$ cat src/rtl/debounce_multi.sv
// Multi-channel debouncer: per-channel synchroniser plus tick-gated saturating stability counter.
// Define DEBOUNCE_MULTI_EDGE_EN to add registered rise/fall pulse outputs.
module debounce_multi #(
  parameter int                  CHANNELS    = 4,
  parameter int                  CYCLES      = 16,
  parameter int                  SYNC_STAGES = 2,
  parameter logic [CHANNELS-1:0] RESET_VAL   = '0
) (
  input  logic                clk,
  input  logic                rst_n,
  input  logic                tick,
  input  logic [CHANNELS-1:0] sig_in,
  output logic [CHANNELS-1:0] sig_out,
  output logic [CHANNELS-1:0] changed,
`ifdef DEBOUNCE_MULTI_EDGE_EN
  output logic [CHANNELS-1:0] rise,
  output logic [CHANNELS-1:0] fall,
`endif
  output logic                busy
);

  localparam int CNT_W = $clog2(CYCLES + 1);
  localparam logic [CNT_W-1:0] CNT_LAST = CNT_W'(CYCLES - 1);

  logic [CHANNELS-1:0] diff;

  generate
    for (genvar gi = 0; gi < CHANNELS; gi++) begin : g_chan
      logic [SYNC_STAGES-1:0] sync_reg;
      logic [CNT_W-1:0]       cnt_reg;
      logic                   out_reg;
      logic                   chg_reg;
      logic                   s;

      assign s = sync_reg[SYNC_STAGES-1];

      always_ff @(posedge clk or negedge rst_n) begin
        if (!rst_n) begin
          sync_reg <= {SYNC_STAGES{RESET_VAL[gi]}};
        end else begin
          sync_reg <= {sync_reg[SYNC_STAGES-2:0], sig_in[gi]};
        end
      end

      // Any agreeing sample clears the window; disagreement only advances on a tick.
      always_ff @(posedge clk or negedge rst_n) begin
        if (!rst_n) begin
          cnt_reg <= '0;
          out_reg <= RESET_VAL[gi];
          chg_reg <= 1'b0;
        end else begin
          chg_reg <= 1'b0;
          if (s == out_reg) begin
            cnt_reg <= '0;
          end else if (tick) begin
            if (cnt_reg == CNT_LAST) begin
              out_reg <= s;
              cnt_reg <= '0;
              chg_reg <= 1'b1;
            end else begin
              cnt_reg <= cnt_reg + CNT_W'(1);
            end
          end
        end
      end

`ifdef DEBOUNCE_MULTI_EDGE_EN
      logic rise_reg;
      logic fall_reg;

      always_ff @(posedge clk or negedge rst_n) begin
        if (!rst_n) begin
          rise_reg <= 1'b0;
          fall_reg <= 1'b0;
        end else begin
          rise_reg <= 1'b0;
          fall_reg <= 1'b0;
          if (s != out_reg && tick && cnt_reg == CNT_LAST) begin
            rise_reg <= s;
            fall_reg <= ~s;
          end
        end
      end

      assign rise[gi] = rise_reg;
      assign fall[gi] = fall_reg;
`endif

      assign sig_out[gi] = out_reg;
      assign changed[gi] = chg_reg;
      assign diff[gi]    = s ^ out_reg;
    end
  endgenerate

  assign busy = |diff;

endmodule

$ cat config.mk
export PLATFORM = sky130hd
export DESIGN_NAME = debounce_multi
export DESIGN_NICKNAME = d
export VERILOG_FILES = /design/src/rtl/debounce_multi.sv
export SDC_FILE = /design/constraint.sdc
export NUM_CORES = 1
export LEC_CHECK = 0
export CORE_ASPECT_RATIO = 1.5
export CORE_MARGIN = 3
export CORE_UTILIZATION = 55
export DETAILED_ROUTE_END_ITERATION = 8
export GPL_TIMING_DRIVEN = 0
export PLACE_DENSITY_LB_ADDON = 0.3
export SETUP_SLACK_MARGIN = 0.02
export SYNTH_ARGS = -nofsm -noshare
export SYNTH_HDL_FRONTEND = slang
export SYNTH_SLANG_ARGS = --single-unit
$ cat constraint.sdc
create_clock -name clk -period 1.6 [get_ports clk]
set_clock_uncertainty 0.1 [all_clocks]
set_input_delay 0.16 -clock clk [delete_from_list [all_inputs] [get_ports clk]]
set_output_delay 0.16 -clock clk [all_outputs]
set_load 0.02 [all_outputs]
==> impl_metrics.py <==
metrics = {
    "cts": {
        "htreeDepth": 2,
        "clock_path_buffers": 2,
        "tritoncts": "done",
        "cts_root_buf": "clkbuf_4",
        "numClockSinks": 36,
        "path_clk_slew_ns": 0.11,
        "clk_latency_ns": 0.35,
        "numCtsBuffers": 5,
    },
    "power": {
        "power.leakage_uw": 0.000926,
        "powerDensity_nw_per_um2": 834,
        "switchingPower_uw": 390,
        "p_int_uw": 1210,
        "p_clk_share_pct": 31.9,
        "ir_worst_vdd_mv": 0.648,
        "combPwrFrac_pct": 8.3,
        "switching_share_pct": 24.3,
        "pwr-share-seq_pct": 59.8,
    },
    "grt": {
        "grt_pass1_vias": 1170,
        "grt_first_pass_wirelength_um": 5180,
        "antenna_found_initial": 0,
        "grt_usage_pct": 20.0,
        "gr-total-overflow": 0,
        "grt_start_max_net_pins": 37,
    },
    "layout": {
        "fill_cells": 172,
        "n_antenna_cell": 0,
        "nNetsFinal": 179,
        "seq_area_um2": 907,
        "design_area_um2": 1920,
        "area_growth_pct": 25.8,
        "multiInputGateArea_um2": 624,
        "largest_reg_flops": 20,
        "stdcell_count": 205,
        "drive_above_1_share_pct": 26.0,
    },
    "die": {
        "start_util_pct": 59.8,
        "io_pins": 16,
        "die_area_um2": 3460,
        "core_um2": 2560,
        "die_w_um": 49.1,
        "die_h_um": 70.6,
        "num_rows": 22,
    },
    "drt": {
        "drc": 0,
        "drtAntennaViolNets": 0,
        "wl_um": 3040,
        "dr_total_vias": 1143,
        "avgRoutedWirePerCell_um": 14.8,
        "dr.pass1.iters": 4,
        "drt_iter0_drc": 39,
        "vias_per_cell": 5.58,
    },
    "timing": {
        "setup_viol": 0,
        "max_clock_freq_mhz": 640,
        "min_period_ns": 1.56,
        "fin_crit_sh_pct": 97.7,
        "max-slew-margin-rel_pct": 49.4,
        "rsz0062_at_grt": "true",
        "slew_viol_final": 0,
        "tightestPinTransition_ns": 0.759,
        "finalHoldViolations": 0,
    },
    "synthesis": {
        "ys_seq_elements": 36,
        "ys_warn_count": 0,
        "synth.distinct_cells": 22,
        "syn_nets": 146,
        "async_flop_share_pct": 100,
        "yosysSeqAreaShare_pct": 58.9,
        "postSynthCellCount": 135,
        "ys.flop_type": "dfrtp_1",
        "synth_edf_count": 0,
        "synth.avg_cell_area_um2": 11.3,
        "synth_area_um2": 1530,
    },
    "setup_path": {
        "startpoint_type": "flop",
        "crit_type": "flop to output pin",
        "cp-end-kind": "output pin",
        "timing.rr.start": "g_chan[0].cnt_reg[1]",
        "crit_chain": "xnor2_4 -> nand4_1 -> buf_2",
        "crit_family": "flip-flops",
        "slowest_stage": "dfrtp_2",
        "cpPeakStageDelay_ns": 0.46,
        "crit_required_ns": 1.34,
        "critical_path_arrival_ns": 1.30,
        "critPathLaunch": "g_chan[0].sync_reg[1]",
        "r2r_cells": 4,
        "cp.depth": 3,
        "cp.buffers_inverters": 1,
        "path_max_fanout": 2,
    },
    "job": {
        "drv_cap": 0,
    },
    "worst_hold_path": {
        "min_delay_path_depth": 1,
        "hold_start": "sig_in[1]",
        "hold_class": "primary input to flop",
    },
    "placed_design": {
        "gp_congestion": 0.819,
        "placed_cell_area_um2": 1720,
        "hpwl_um": 2000,
        "port_buffers": 15,
        "placed_cells": 186,
    },
    "status": {
        "status": "finished clean",
    },
}
synthesized netlist by cell type (2+ instances only):
master	instances	share of area, %
xnor2_1	4	2.3
buf_2	2	0.65
nand4_1	4	1.6
nand2_1	19	4.7
buf_4	8	3.9
nand3_1	7	2.3
nor2_1	13	3.2
xor2_1	4	2.3
a21oi_1	7	2.3
a311oi_1	4	2.3
mux2_2	3	2.2
nand4b_1	4	2.3
nor3_1	3	0.98
ha_1	4	3.3
a41oi_1	4	2.3
nand3b_1	4	2.0
dfrtp_1	36	59
stage by stage:
stage          util, %  hold slack, ns  worst slack, ns  total power (µW)  TNS [ns]
2_1_floorplan        -          -0.236            0.188              1020         0
3_3_place_gp      67.4           0.232           -0.426              1060    -15.98
3_5_place_dp      67.2           0.177           -0.344              1070     -1.09
4_1_cts           73.2           0.136           0.0262              1590         0
5_1_grt           75.2           0.126          -0.0538              1670   -0.0538
6_report          75.2           0.135           0.0366              1600         0
placed cells by master (no fill, tap or decap), types with 5 or more instances in the layout:
| cell type | instances |
|---|---|
| dfrtp_1 | 31 |
| nand2_1 | 19 |
| buf_4 | 18 |
| nor2_1 | 13 |
| dlygate4sd2_1 | 8 |
| a21oi_1 | 7 |
| nand3_1 | 7 |
| clkbuf_4 | 5 |
| dfrtp_2 | 5 |
| clkdlybuf4s50_1 | 5 |
routing by layer:
layer | part of all wire, % | vias to the layer above | routed length (µm) | track usage [%]
met5 | 0 | - | 0 | 0
met4 | 2.4 | 0 | 74 | 10.1
met3 | 6.5 | 8 | 197 | 5.68
met2 | 55 | 41 | 1660 | 36.3
met1 | 36 | 557 | 1110 | 20.5
li1 | - | 537 | - | -
logic make-up (layout without fill, tap and decap cells):
kind of cell    count (synthesis)  count (layout)  synth area share, %
buf+inv                        11              45                 4.82
fa+ha+maj                       4               4                 3.27
flops                          36              36                 58.9
simple gates                   55              55                 17.4
compound gates                 16              16                 7.19
xor+xnor                        8               8                 4.58
mux                             5               5                 3.84
power groups by stage:
stage,clock (µW),combinational (µW),sequential (µW)
2_1_floorplan,0,50.2,969
3_3_place_gp,0,93.1,972
3_5_place_dp,0,98.2,976
4_1_cts,515,115,963
5_1_grt,560,147,964
6_report,512,132,960
layout make-up:
cell class | count | share of cell area (%)
Buffer | 10 | 3.64
Timing Repair Buffer | 26 | 11.2
Tap cell | 36 | 2.34
Inverter | 1 | 0.195
Multi-Input combinational cell | 88 | 32.4
Sequential cell | 36 | 47.1
Clock buffer | 8 | 3.06
repair_timing:
| action | in CTS | in global routing |
|---|---|---|
| hold endpoints to repair | 36 | 0 |
| buffers inserted | 4 | 6 |
| resized for setup | 24 | 2 |
| pin swaps | 4 | 2 |
| hold buffers | 1 | 0 |
| endpoints found under the setup margin | 9 | 4 |
worst paths after layout:
| path | end | slack, ns |
|---|---|---|
| worst min register to register | g_chan[3].sync_reg[1] | 0.26 |
| worst min-delay path | g_chan[1].sync_reg[0] | 0.14 |
| worst max register to register | g_chan[0].out_reg | 0.05 |
| min in group asynchronous | g_chan[0].chg_reg | 0.31 |
| worst max-delay path | busy | 0.04 |
| max in group asynchronous | g_chan[3].out_reg | 0.55 |
Note: power is estimated with default switching activity, not from simulation.
